[config.mk]
export PLATFORM = sky130hd
export DESIGN_NAME = fetch_stage
export DESIGN_NICKNAME = d
export VERILOG_FILES = /design/src/rtl/fetch_stage_pkg.sv /design/src/rtl/fetch_buffer.sv /design/src/rtl/fetch_stage.sv
export SDC_FILE = /design/constraint.sdc
export NUM_CORES = 1
export LEC_CHECK = 0
export CORE_UTILIZATION = 51
export CTS_BUF_LIST = sky130_fd_sc_hd__clkbuf_2
export CTS_CLUSTER_SIZE = 12
export DETAILED_ROUTE_END_ITERATION = 10
export PLACE_DENSITY_LB_ADDON = 0.08
export SLEW_MARGIN = 30
export SYNTH_ARGS = -nofsm -noshare
export SYNTH_HDL_FRONTEND = slang
export SYNTH_SLANG_ARGS = --single-unit
export TNS_END_PERCENT = 10
[constraint.sdc]
create_clock -name clk -period 2.4 [get_ports clk]
set_input_delay 0.48 -clock clk [delete_from_list [all_inputs] [get_ports clk]]
set_output_delay 0.48 -clock clk [all_outputs]
set_load 0.03 [all_outputs]
[src/rtl/fetch_stage_pkg.sv]
// Shared core definitions for the fetch stage: data widths, the decode NOP
// and the instruction-buffer entry layout.
package fetch_stage_pkg;

  localparam int XLEN = 32;
  localparam logic [31:0] NOP_INSTR = 32'h0000_0013;

  typedef struct packed {
    logic [XLEN-1:0] pc;
    logic [XLEN-1:0] pc_plus_4;
    logic [31:0]     instr;
    logic            returned;
  } fetch_entry_t;

endpackage

[src/rtl/fetch_buffer.sv]
// Circular instruction buffer: allocation (tail), response write (oldest
// non-returned entry) and decode pop (head), each with its own pointer.
module fetch_buffer
  import fetch_stage_pkg::*;
#(
  parameter int          DEPTH    = 2,
  parameter logic [31:0] NOP_WORD = fetch_stage_pkg::NOP_INSTR
) (
  input  logic            clk,
  input  logic            rst,
  input  logic            flush,
  input  logic            alloc,
  input  logic [XLEN-1:0] alloc_pc,
  input  logic [XLEN-1:0] alloc_pc_plus_4,
  input  logic            rsp_wr,
  input  logic [31:0]     rsp_data,
  input  logic            pop,
  output logic            validD,
  output logic [31:0]     instrD,
  output logic [XLEN-1:0] pcD,
  output logic [XLEN-1:0] pc_plus_4D
);

  localparam int PW = (DEPTH > 1) ? $clog2(DEPTH) : 1;

  fetch_entry_t     entries [DEPTH];
  logic [PW-1:0]    head;
  logic [PW-1:0]    tail;
  logic [PW-1:0]    rptr;

  function automatic logic [PW-1:0] next_ptr(input logic [PW-1:0] p);
    return (p == PW'(DEPTH - 1)) ? '0 : p + 1'b1;
  endfunction

  // Pop clears the returned bit so a wrapped head never shows a stale entry.
  always_ff @(posedge clk or negedge rst) begin
    if (!rst) begin
      head <= '0;
      tail <= '0;
      rptr <= '0;
      for (int i = 0; i < DEPTH; i++) entries[i] <= '0;
    end else if (flush) begin
      head <= '0;
      tail <= '0;
      rptr <= '0;
      for (int i = 0; i < DEPTH; i++) entries[i].returned <= 1'b0;
    end else begin
      if (pop) begin
        entries[head].returned <= 1'b0;
        head                   <= next_ptr(head);
      end
      if (alloc) begin
        entries[tail].pc        <= alloc_pc;
        entries[tail].pc_plus_4 <= alloc_pc_plus_4;
        entries[tail].returned  <= 1'b0;
        tail                    <= next_ptr(tail);
      end
      if (rsp_wr) begin
        entries[rptr].instr    <= rsp_data;
        entries[rptr].returned <= 1'b1;
        rptr                   <= next_ptr(rptr);
      end
    end
  end

  assign validD     = entries[head].returned;
  assign instrD     = validD ? entries[head].instr : NOP_WORD;
  assign pcD        = entries[head].pc;
  assign pc_plus_4D = entries[head].pc_plus_4;

endmodule

[src/rtl/fetch_stage.sv]
// Fetch stage: request gating against buffer space and in-flight limit,
// in-flight/drop bookkeeping across redirects, and the decode-facing buffer.
module fetch_stage #(
  parameter int          DEPTH     = 2,
  parameter logic [31:0] NOP_INSTR = fetch_stage_pkg::NOP_INSTR
) (
  input  logic                            clk,
  input  logic                            rst,
  input  logic [fetch_stage_pkg::XLEN-1:0] pc_in,
  input  logic [fetch_stage_pkg::XLEN-1:0] pc_plus_4_in,
  input  logic                            flush,
  input  logic                            stallD,
  output logic                            imem_req_valid,
  output logic [fetch_stage_pkg::XLEN-1:0] imem_req_addr,
  input  logic                            imem_req_ready,
  input  logic                            imem_rsp_valid,
  input  logic [31:0]                     imem_rsp_data,
  output logic                            stallF,
  output logic                            validD,
  output logic [31:0]                     instrD,
  output logic [fetch_stage_pkg::XLEN-1:0] pcD,
  output logic [fetch_stage_pkg::XLEN-1:0] pc_plus_4D
);

  import fetch_stage_pkg::*;

  localparam int CW = $clog2(DEPTH + 1);

  logic [CW-1:0] count;
  logic [CW-1:0] outst;
  logic [CW-1:0] drop;
  logic          accept;
  logic          pop;
  logic          rsp_live;

  assign imem_req_valid = rst && !flush && (count < CW'(DEPTH)) && (outst < CW'(DEPTH));
  assign imem_req_addr  = pc_in;
  assign accept         = imem_req_valid && imem_req_ready;
  assign stallF         = !(rst && (accept || flush));
  assign pop            = validD && !stallD && !flush;
  assign rsp_live       = imem_rsp_valid && !flush && (drop == '0);

  // On redirect every request still in flight becomes dead, except one whose
  // response lands in the flush cycle itself (it is consumed right here).
  always_ff @(posedge clk or negedge rst) begin
    if (!rst) begin
      count <= '0;
      outst <= '0;
      drop  <= '0;
    end else if (flush) begin
      count <= '0;
      outst <= outst - CW'(imem_rsp_valid);
      drop  <= outst - CW'(imem_rsp_valid);
    end else begin
      count <= count + CW'(accept) - CW'(pop);
      outst <= outst + CW'(accept) - CW'(imem_rsp_valid);
      if (imem_rsp_valid && (drop != '0)) drop <= drop - 1'b1;
    end
  end

  fetch_buffer #(
    .DEPTH    (DEPTH),
    .NOP_WORD (NOP_INSTR)
  ) u_buffer (
    .clk             (clk),
    .rst             (rst),
    .flush           (flush),
    .alloc           (accept),
    .alloc_pc        (pc_in),
    .alloc_pc_plus_4 (pc_plus_4_in),
    .rsp_wr          (rsp_live),
    .rsp_data        (imem_rsp_data),
    .pop             (pop),
    .validD          (validD),
    .instrD          (instrD),
    .pcD             (pcD),
    .pc_plus_4D      (pc_plus_4D)
  );

endmodule
Word level (Yosys, flattened, before mapping)
Cells that the tools add are included.
- register bits after elaboration: 203
- bits in latches: 0
- bits in writable memories: 0
- memory bits (read-only): 0
- logic and storage cells: 99
- memories: 0
- add/subtract/negate cells: 9
- $mul: 0
- div/mod/pow operators: 0
- magnitude comparators: 8
- eq/ne operators: 0
- shift operators: 0
- multiplexer cells: 42
- bitwise gates (word level): 3
- reductions and logical operators: 23
- operators with widths (cell ; count):
    194-bit bitwise mux ; 6
    194-bit 2-to-1 mux ; 5
    97-bit demux with 1-bit select ; 6
    97-bit 2-to-1 mux ; 4
    65-bit 2-to-1 mux ; 1
    33-bit 2-to-1 mux ; 1
    32-bit 2-to-1 mux ; 1
    1-bit 2-to-1 mux ; 14
    1-bit logical AND ; 13
    2-bit nonzero test ; 5
    2-bit 2-to-1 mux ; 4
    2-bit greater-or-equal comparator (second input constant) ; 3
    2-bit by 1-bit less-than comparator with 1-bit output (second input constant) ; 3
    1-bit NOT with 2-bit output ; 3
    2-bit by 1-bit subtractor with 2-bit output ; 3
    2-bit by 1-bit adder with 2-bit output ; 2
    2-bit less-than comparator (second input constant) ; 2
    1-bit adder (second input constant) ; 3
    1-bit zero test ; 3
    2-bit zero test ; 1
    2-bit by 1-bit subtractor with 2-bit output (second input constant) ; 1
    1-bit logical OR ; 1

Depth between registers and ports, before layout
- depth after elaboration: 17
- gate-level depth with buffers: 10
- depth with buffers taken out: 9

By module
A second synthesis with hierarchy kept.
- cells, all modules: 645
- area, all modules: 9623.0 um^2
- by module, submodules not included (module ; times used ; cells each ; area each (um^2) ; seq. area each (um^2)):
    fetch_buffer ; 1 ; 570 ; 8969.9 ; 4929.7
    fetch_stage ; 1 ; 75 ; 653.1 ; 150.1

Worst setup path after synthesis
Ideal clock, no wire load.
- path kind: input to register
- start point: input flush
- end point: register outst[1]
- arrival: 2.993 ns
- required time: 2.321 ns
- slack: -0.672 ns
- cell stages on the path: 10
- cells stage by stage: buf_2 -> nor4b_1 -> and2_1 -> inv_1 -> ha_1 -> inv_1 -> ha_1 -> xnor2_1 -> o21ai_0 -> xor2_1
- word-level cells in the longest chain between the ends: 8
- RTL lines (element ; line ; text):
    start, declared ; fetch_stage.sv:11 ; input logic flush,
    1-bit zero test ; fetch_stage.sv:36 ; assign imem_req_valid = rst && !flush && (count < CW'(DEPTH)) && (outst < CW'(DEPTH));
    1-bit logical AND (3 in series) ; fetch_stage.sv:36 ;
    named net imem_req_valid ; fetch_stage.sv:13 ; output logic imem_req_valid,
    1-bit logical AND ; fetch_stage.sv:38 ; assign accept = imem_req_valid && imem_req_ready;
    2-bit by 1-bit adder with 2-bit output ; fetch_stage.sv:56 ; outst <= outst + CW'(accept) - CW'(imem_rsp_valid);
    2-bit by 1-bit subtractor with 2-bit output ; fetch_stage.sv:56 ;
    2-bit 2-to-1 mux ; fetch_stage.sv:50 ; end else if (flush) begin
    end signal, assigned ; fetch_stage.sv:52 ; outst <= outst - CW'(imem_rsp_valid);
    end signal, assigned ; fetch_stage.sv:56 ;
    end, declared ; fetch_stage.sv:30 ; logic [CW-1:0] outst;
The timed path passes the listed nets, and every way through them passes these cells.
A chain may end at the register's enable or synchronous reset.

Worst setup path after layout
- start point: register u_buffer.head
- end point: output instrD[2]
- word-level cells in the longest chain between the ends: 5
- RTL lines (element ; line ; text):
    start, declared ; fetch_buffer.sv:27 ; logic [PW-1:0] head;
    start signal, assigned ; fetch_buffer.sv:50 ; head <= next_ptr(head);
    1-bit NOT with 2-bit output (implied by the code) ; fetch_buffer.sv:66, fetch_buffer.sv:67 ;
    97-bit 2-to-1 mux (implied by the code) (3 in series) ; fetch_buffer.sv:66 ; assign validD = entries[head].returned;
    32-bit 2-to-1 mux ; fetch_buffer.sv:67 ; assign instrD = validD ? entries[head].instr : NOP_WORD;
    end, declared ; fetch_stage.sv:20 ; output logic [31:0] instrD,
No other way between the ends. The select of a mux whose other input is x is not followed.

==> results.json <==
{
  "max_clock_freq_mhz": 381,
  "syn_avg_cell_area_um2": 14.5,
  "status": "finished with violations",
  "grt_pass1_vias": 6595,
  "synth_xor_area_share_pct": 0.655,
  "clockRootBuffer": "clkbuf_2",
  "synth_flop_cell": "dfrtp_1",
  "fin_crit_ps": 2620,
  "cp_max_fo": 15,
  "dp_hpwl_mm": 13.7,
  "clkSinkCount": 203,
  "first_iter_violations": 174,
  "maxCapViolCount": 0,
  "tritoncts": "done",
  "setup_viol": 98,
  "vias": 6115,
  "drc": 0,
  "synth-adder-area-share_pct": 0.802,
  "synth_top_family_by_area": "multiplexers",
  "synth-seq-cells": 203,
  "io_pins": 233,
  "nFillCells": 1239,
  "postRouteAntennaNets": 0,
  "syn_to_final_growth_pct": 36.5,
  "start_kind": "flop",
  "die_x_um": 137,
  "htreeDepth": 2,
  "io_buffers": 232,
  "synthCells": 647,
  "grt_pass1_wl_mm": 32.6,
  "design_power_total_uw": 14600,
  "fin_area_um2": 12800,
  "critPathRequiredTime_ps": 1920,
  "layout_common_cells": "218 x mux2_2, 200 x dfrtp_1, 132 x clkdlybuf4s50_1",
  "place_area_um2": 11800,
  "drt_pass1_iterations": 4,
  "final-max-slew-violation-count": 0,
  "async_flop_share_pct": 100,
  "hold_viol_final": 0,
  "drive_above_1_share_pct": 54.1,
  "crit_path_end_kind": "output pin",
  "relSlewSlack_pct": 53.8,
  "p_leak_uw": 0.00596,
  "grt_use_total_pct": 22.4,
  "muxShareOfSynthArea_pct": 35.4,
  "fin_skew_ps": 116,
  "place_inst": 1061,
  "netlist_area_um2": 9360,
  "yosysWarnings": 0,
  "synth-edff-count": 0,
  "mostFrequentLayoutCell": "mux2_2",
  "hp-class": "primary input to flop",
  "die_y_um": 137,
  "rsz0062_at_grt": "yes",
  "cts_buffers": 54,
  "nets": 1006,
  "yosys.area_share.simple_pct": 2.98,
  "clk_latency_ps": 840,
  "ys_types": 31,
  "violations": "setup timing",
  "cts.clk_slew.worst_paths_ps": 100,
  "grt_max_degree": 77,
  "finalWorstSetupSlack_ps": -222,
  "fp-row-count": 49,
  "finalCritPeriodShare_pct": 109,
  "wire_per_inst_um": 18.2,
  "crit_arrival_ps": 2140,
  "die-area_um2": 18900,
  "power_density_nw_per_um2": 1140,
  "ys_seq_area_share_pct": 54.3,
  "clock_path_buffers": 3,
  "finalNonFillerCells": 1170,
  "vdd_drop_max_mv": 0.738,
  "critical_path_class": "flop to output pin",
  "fin_hold_ws_ps": 222,
  "grt_overflow_total": 0,
  "start_util_pct": 52.1,
  "synth_compound_area_share_pct": 0.842,
  "gp_congestion": 0.751,
  "vias_per_cell": 5.23,
  "synth_nets": 755,
  "core_um2": 18000,
  "finalWirelength_mm": 21.3,
  "antenna_found_initial": 1,
  "tightest_slew_ps": 693
}
flip-flops by register name, indices dropped and copies added (netlist names):
register,count
count,2
drop,2
outst,2
u_buffer.entries,194
u_buffer.head,1
u_buffer.rptr,1
u_buffer.tail,1
logic make-up after synthesis:
family	count (synthesis)
mux	285
simple gates	57
compound gates	12
flops	203
buf+inv	77
xor+xnor	7
fa+ha+maj	6
synthesized netlist by cell type, types with 2 or more instances:
master | n | area, um^2
and2_1 | 2 | 12.5
buf_2 | 21 | 105
buf_4 | 32 | 240
buf_6 | 5 | 56.3
clkbuf_1 | 10 | 37.5
dfrtp_1 | 203 | 5080
ha_1 | 6 | 75.1
inv_1 | 8 | 30.0
mux2_2 | 218 | 2450
mux2_4 | 38 | 571
mux2i_1 | 29 | 290
nand2_1 | 4 | 15.0
nand2b_1 | 4 | 25.0
nor2_1 | 35 | 131
nor2b_1 | 4 | 25.0
o21ai_0 | 6 | 30.0
o22a_1 | 3 | 26.3
xnor2_1 | 4 | 35.0
xor2_1 | 3 | 26.3
critical path, cell delays in order (launching register included):
cell	delay [ps]
dfrtp_4	570
nand2b_4	170
and2_4	180
buf_12	160
nor2_2	140
buf_6	140
routing by layer:
| metal | track usage [%] | share of wire [%] |
|---|---|---|
| met1 | 26.0 | 40 |
| met2 | 38.9 | 51 |
| met5 | 0 | 0 |
| met4 | 9.52 | 2.4 |
| met3 | 6.11 | 6.3 |
area by class of cell:
type                       instances  area, um^2  share of cell area (%)
clock inverter                    16        75.1                   0.588
clock buffer                      82         410                    3.21
sequential                       203        5090                    39.8
multi-input combinational        367        3960                    31.0
inverter                           8        30.0                   0.235
tap                              229         287                    2.24
timing repair buffer             264        2930                    22.9
antenna                            1        2.50                  0.0196
power by group:
part,internal [uW],leakage (uW),switching (uW),total [uW]
combinational,3540,0.00301,3060,6600
clock,922,0.000372,1410,2330
sequential,4880,0.00258,780,5660
final timing paths:
check	startpoint	end	slack, ps	depth (start not counted)
setup / recovery	u_buffer.head	instrD[2]	-220	5
hold / removal	rst	u_buffer.tail	220	4
setup reg to reg	u_buffer.head	count[0]	280	9
hold reg to reg	u_buffer.entries[79]	u_buffer.entries[79]	510	1
max in group asynchronous	rst	u_buffer.head	890	4
min in group asynchronous	rst	u_buffer.entries[157]	360	3
through the flow:
stage	setup WS (ps)	setup TNS, ps	util (%)
2_1_floorplan	16.2	0	-
3_3_place_gp	-56.1	-56.1	65.8
3_5_place_dp	-133	-224	65.8
4_1_cts	-320	-26840	70.0
5_1_grt	-362	-31230	71.1
6_report	-222	-17440	71.1
what timing repair did:
item,CTS,global route
cloned,4,0
setup buffers,5,0
hold buffers,1,0
hold endpoints to repair,128,0
setup endpoints to repair,99,99
resized for setup,642,53
pin swaps,2,0
No activity file was read; power rests on OpenSTA's default activity.
